### src/rtl/mem_arbiter.sv
// mem_arbiter: two-requester round-robin arbiter in front of a single-port RAM
// with a fixed read latency.
//
// Parameters
//   WAIT_CYCLES : RAM read latency in cycles after the enable cycle (1..15)
//
// Ports
//   clk, reset                      : clock, asynchronous active-high reset
//   req0/we0/addr0/wdata0           : requester 0 (instruction fetch)
//   req1/we1/addr1/wdata1           : requester 1 (data access)
//   ack0, ack1                      : one-cycle completion pulse to the owner
//   rdata                           : registered read data, held until next read
//   busy                            : high whenever the FSM is not idle
//   ram_en, ram_we                  : RAM access / write strobes
//   ram_addr, ram_wdata, ram_rdata  : RAM address / write data / read data
module mem_arbiter #(
  parameter int unsigned WAIT_CYCLES = 2
) (
  input  logic        clk,
  input  logic        reset,
  input  logic        req0,
  input  logic        we0,
  input  logic [15:0] addr0,
  input  logic [15:0] wdata0,
  input  logic        req1,
  input  logic        we1,
  input  logic [15:0] addr1,
  input  logic [15:0] wdata1,
  output logic        ack0,
  output logic        ack1,
  output logic [15:0] rdata,
  output logic        busy,
  output logic        ram_en,
  output logic        ram_we,
  output logic [15:0] ram_addr,
  output logic [15:0] ram_wdata,
  input  logic [15:0] ram_rdata
);

  localparam logic [3:0] WAIT_LOAD = 4'(WAIT_CYCLES);

  typedef enum logic [1:0] {
    ST_IDLE,
    ST_ACCESS,
    ST_WAIT,
    ST_DONE
  } state_t;

  state_t      state, state_nxt;
  logic [3:0]  cnt, cnt_nxt;
  logic        lat_we;
  logic [15:0] lat_addr;
  logic [15:0] lat_wdata;
  logic        owner;
  logic        last_grant;   // 1 after reset so that requester 0 wins a tie
  logic        grant_valid;
  logic        grant_id;
  logic        capture_rd;

  // Round-robin: on a tie the requester not granted last wins.
  always_comb begin
    grant_valid = req0 | req1;
    grant_id    = 1'b0;
    if (req0 && req1) begin
      grant_id = ~last_grant;
    end else if (req1) begin
      grant_id = 1'b1;
    end
  end

  always_comb begin
    state_nxt = state;
    cnt_nxt   = cnt;
    case (state)
      ST_IDLE: begin
        if (grant_valid) begin
          state_nxt = ST_ACCESS;
        end
      end
      ST_ACCESS: begin
        cnt_nxt   = WAIT_LOAD;
        state_nxt = ST_WAIT;
      end
      ST_WAIT: begin
        cnt_nxt = cnt - 4'd1;
        if (cnt == 4'd1) begin
          state_nxt = ST_DONE;
        end
      end
      ST_DONE: begin
        state_nxt = ST_IDLE;
      end
      default: begin
        state_nxt = ST_IDLE;
      end
    endcase
  end

  assign capture_rd = (state == ST_WAIT) && (cnt == 4'd1) && !lat_we;

  always_ff @(posedge clk or posedge reset) begin
    if (reset) begin
      state      <= ST_IDLE;
      cnt        <= '0;
      lat_we     <= 1'b0;
      lat_addr   <= '0;
      lat_wdata  <= '0;
      owner      <= 1'b0;
      last_grant <= 1'b1;
      rdata      <= '0;
    end else begin
      state <= state_nxt;
      cnt   <= cnt_nxt;
      if (state == ST_IDLE && grant_valid) begin
        owner      <= grant_id;
        last_grant <= grant_id;
        lat_we     <= grant_id ? we1    : we0;
        lat_addr   <= grant_id ? addr1  : addr0;
        lat_wdata  <= grant_id ? wdata1 : wdata0;
      end
      if (capture_rd) begin
        rdata <= ram_rdata;
      end
    end
  end

  // All outputs decode registered state only; req never reaches the strobes.
  assign busy      = (state != ST_IDLE);
  assign ram_en    = (state == ST_ACCESS);
  assign ram_we    = (state == ST_ACCESS) && lat_we;
  assign ram_addr  = lat_addr;
  assign ram_wdata = lat_wdata;
  assign ack0      = (state == ST_DONE) && !owner;
  assign ack1      = (state == ST_DONE) && owner;

endmodule

### config.mk
export PLATFORM = sky130hd
export DESIGN_NAME = mem_arbiter
export DESIGN_NICKNAME = d
export VERILOG_FILES = /design/src/rtl/mem_arbiter.sv
export SDC_FILE = /design/constraint.sdc
export NUM_CORES = 1
export LEC_CHECK = 0
export ABC_AREA = 1
export CORE_MARGIN = 5
export CORE_UTILIZATION = 35
export DETAILED_ROUTE_END_ITERATION = 10
export PLACE_DENSITY = 0.75
export SLEW_MARGIN = 10
export SYNTH_ARGS = -nofsm -noshare
export SYNTH_HDL_FRONTEND = slang
export SYNTH_SLANG_ARGS = --single-unit
### constraint.sdc
create_clock -name clk -period 2.4 [get_ports clk]
set_input_delay 0.48 -clock clk [delete_from_list [all_inputs] [get_ports clk]]
set_output_delay 0.48 -clock clk [all_outputs]
set_load 0.005 [all_outputs]
# Word-level counts from Yosys, hierarchy flattened
# Cells that the tools add are included.
[totals]
register_bits = 57
latchBits = 0
ram_bits = 0
rom_bits = 0
inputBits = 86
elab_cells = 39
n_memories = 0
[classes]
n_addsub = 1
multipliers = 0
div_mod_pow = 0
magnitude_cmp = 0
eq_ne = 6
shift = 0
mux = 9
bitwise_logic = 2
n_reduce_logical = 13
[ops]
columns = ["operator", "n"]
rows = [
  ["$mux 16", 2],
  ["$pmux 2 s4", 1],
  ["$pmux 4 s2", 1],
  ["$logic_and 1x1->1", 7],
  ["$eq 2x2->1 const B", 2],
  ["$eq 4x1->1 const B", 1],
  ["$mux 2", 2],
  ["$reduce_bool 2->1", 2],
  ["$sub 4x1->4 const B", 1],
  ["$mux 1", 3],
  ["$eq 2x1->1 const B", 1],
  ["$logic_not 1->1", 2],
  ["$logic_not 2->1", 1],
  ["$ne 2x1->1 const B", 1],
  ["$ne 2x2->1 const B", 1],
  ["$reduce_and 2->1", 1],
  ["$not 1->1", 1],
  ["$or 1x1->1", 1],
]

# Logic depth before layout (Yosys ltp)
[logic_depth]
ltp_word = 3
depth_mapped = 8
ltp_nobuf = 7

# Worst setup path before layout
# Ideal clock, no wire load.
[synth_path]
kind = "register to register"
startpoint = "register state[0]"
endpoint = "register lat_addr[0] (netlist: ram_addr[0])"
setup_time_ns = 0.117
arrival_ns = 1.266
required_ns = 2.283
setup_slack_ns = 1.017
path_stages_with_launch = 9
n_path_buf = 1
synth_period_minus_slack_ns = 1.383
path_cell_list = "dfrtp_1 inv_1 ha_1 inv_1 a21oi_4 inv_2 buf_2 nand2_1 nand2_1"
[synth_via]
elab_chain_cells = 2
[synth_lines]
columns = ["element", "line", "text"]
rows = [
  ["from (decl)", "49", "state_t state, state_nxt;"],
  ["from (signal assigned)", "112", "state <= state_nxt;"],
  ["$logic_not 2->1", "114", "if (state == ST_IDLE && grant_valid) begin"],
  ["$logic_and 1x1->1", "114", ""],
  ["to (signal assigned)", "118", "lat_addr <= grant_id ? addr1 : addr0;"],
  ["to (decl)", "52", "logic [15:0] lat_addr;"],
]
# No other way between the ends.
# A chain may end at the register's enable or synchronous reset.

# Final worst setup path
[layout_path]
startpoint = "register state[0]"
endpoint = "output busy"
[layout_via]
elab_chain_cells = 1
[layout_lines]
columns = ["element", "line", "text"]
rows = [
  ["$reduce_bool 2->1", "128", "assign busy = (state != ST_IDLE);"],
  ["to (decl)", "32", "output logic busy,"],
]
# No other way between the ends.

==> flow_metrics.py <==
metrics = {
    "outcome": {
        "status": "finished clean",
    },
    "detailed_routing": {
        "post_drt_wl_per_cell_um": 13.3,
        "top_layer_used": "met4",
        "viasPerCell": 4.47,
        "wirelength_met1_um": 3520,
        "drt-total-wl_um": 8370,
        "wl_met2_um": 4260,
        "dr.first_iter.drc_count": 90,
        "vias": 2814,
        "route.antenna.remaining_nets": 0,
        "drt_pass1_iterations": 4,
        "met3RoutedLength_um": 458,
        "drc": 0,
    },
    "power": {
        "p_leak_nw": 2.36,
        "power_density_nw_per_um2": 1080,
        "vdd_ir_drop_max_mv": 0.470,
    },
    "sta": {
        "fin_crit_sh": 0.904,
        "worstMarginPinSlew_ps": 589,
        "slew_headroom": 0.606,
        "hold_violations": 0,
        "fmax_mhz": 461,
        "finalSetupViolCount": 0,
        "rsz0062_at_grt": "false",
        "fin_crit_ps": 2170,
        "finClkSkew_ps": 6.95,
        "tns_ps": 0,
        "slew_viol_final": 0,
    },
    "die": {
        "initial_core_util": 0.358,
        "ioPinCount": 139,
        "coreArea_um2": 8180,
        "num_rows": 33,
        "die_area_um2": 10300,
        "dieWidth_um": 101,
        "die-height_um": 101,
    },
    "place": {
        "place.gp.congestion": 0.782,
        "dp_hpwl_um": 6230,
        "port_buffers": 138,
        "dpl.cell_count": 614,
    },
    "clocking": {
        "cts_tree": "yes",
        "cts.sinks": 57,
        "clkTransAtPathRegs_ps": 60,
        "clk_latency_ps": 330,
        "cts_buffers": 9,
        "ctsResizeCount": 0,
        "cts_hold_buffers": 0,
        "htreeDepth": 3,
        "postCtsSetupBuffers": 0,
        "clock-root-buffer": "clkbuf_8",
        "cts_buffer_depth": 2,
    },
    "global_routing": {
        "grt_overflow": 0,
        "grt_max_degree": 58,
        "antenna_found_initial": 0,
        "grt_pass1_wl_um": 13400,
        "grt_usage": 0.165,
        "grt_pass1_vias": 2812,
    },
    "final_layout": {
        "diodes": 0,
        "instances_no_fill": 630,
        "area.growth.synth_to_final_pct": 59.2,
        "finish.net_count": 613,
        "drive_above_1_share": 0.0514,
    },
    "yosys": {
        "synth-seq-cells": 57,
        "postSynthAreaPerCell_um2": 7.65,
        "synth_nets": 475,
        "synth.cell_area_um2": 2920,
        "synthDistinctLibCells": 19,
        "netlist_instances": 382,
        "yosys_warnings": 0,
        "seq_area_frac_synth": 0.488,
    },
    "critical_path": {
        "regToRegSetupSlack_ps": 750,
        "critPathArrivalTime_ps": 1690,
        "critPathKind": "flop to output port",
        "crit_path_start_kind": "flop",
        "path_max_fanout": 4,
        "end_kind": "output port",
        "worst-endpoint-required_ps": 1920,
    },
    "hold_path": {
        "min_path_type": "flop to flop",
    },
    "job": {
        "cap_violations": 0,
    },
}
[per-stage QoR]
| stage | setup WS (ps) | power (W) | instance area, µm² | hold slack (ps) | util |
|---|---|---|---|---|---|
| detailed placement | 512 | 0.00409 | 4430 | 464 | 0.542 |
| global placement | 591 | 0.00401 | 4430 | 454 | 0.542 |
| global route | 132 | 0.00547 | 4650 | 494 | 0.569 |
| finish | 231 | 0.00505 | 4650 | 471 | 0.569 |
| floorplan | 522 | 0.00275 | 2920 | 443 | - |
| CTS | 217 | 0.00512 | 4650 | 478 | 0.569 |
[layout make-up]
class / instances / area [µm²]
Fill cell: 756 / 3520
Timing Repair Buffer: 146 / 1470
Sequential cell: 57 / 1430
Multi-Input combinational cell: 249 / 1190
Inverter: 57 / 214
Clock buffer: 14 / 163
Tap cell: 105 / 131
Clock inverter: 2 / 60.1
[worst paths after layout]
path                            start            to  depth (start not counted)
setup / recovery             state[0]          busy                          4
hold / removal             last_grant    last_grant                          2
setup reg to reg             state[0]  ram_addr[11]                          7
hold reg to reg            last_grant    last_grant                          2
max in group asynchronous       reset    last_grant                          3
min in group asynchronous       reset     rdata[10]                          3
[cell usage in the layout (no fill, tap or decap), drive strengths merged]
cell type,n
inv,57
dfrtp,56
o21ai,19
nand3,40
clkdlybuf4s50,138
nand3b,27
nor2,8
bufinv,2
ha,7
dfstp,1
nand2,143
or2,1
a21oi,3
clkbuf,14
a31oi,1
buf,8
[layer usage]
layer	vias up	track usage
met5	-	0
met4	0	0.0583
met3	12	0.0365
met2	76	0.282
met1	1280	0.205
li1	1446	-
[sequential cells by signal, indices dropped and copies added, names as in the netlist]
signal	cells
ram_addr	16
lat_we	1
state	2
rdata	16
ram_wdata	16
last_grant	1
owner	1
cnt	4
[critical path, cell delays in order, from the launching register on]
cell             delay (ps)
dfrtp_1                 400
inv_1                   100
ha_1                    230
inv_1                   120
clkdlybuf4s50_1         520
[power breakdown]
part	internal (W)	leakage [nW]	total, W	switching, W
Combinational	0.00127	1.59	0.00234	0.00107
Clock	0.000643	0.111	0.00100	0.000360
Sequential	0.00144	0.657	0.00171	0.000268
Total	0.00335	2.36	0.00505	0.00170
[synthesized netlist by cell type]
cell type	instances	share of area
or2_2	1	0.0021
nand2_1	143	0.18
a21oi_4	1	0.0056
inv_1	55	0.071
dfstp_2	1	0.0090
a21oi_1	2	0.0034
ha_1	7	0.030
a31oi_1	1	0.0021
nand3b_1	27	0.069
inv_2	2	0.0026
clkbuf_1	6	0.0077
clkbuf_2	1	0.0017
nand3_1	40	0.068
buf_4	1	0.0026
o21ai_0	15	0.026
buf_2	11	0.019
nor2_1	8	0.010
dfrtp_1	56	0.48
o21ai_1	4	0.0068
[cell families (layout without fill, tap and decap cells)]
group | after synthesis | count (layout) | share of synthesized area
flops | 57 | 57 | 0.488
compound gates | 23 | 23 | 0.0437
fa+ha+maj | 7 | 7 | 0.0300
simple gates | 219 | 219 | 0.334
buf+inv | 76 | 219 | 0.104
Power figures use the tool's default switching activity.
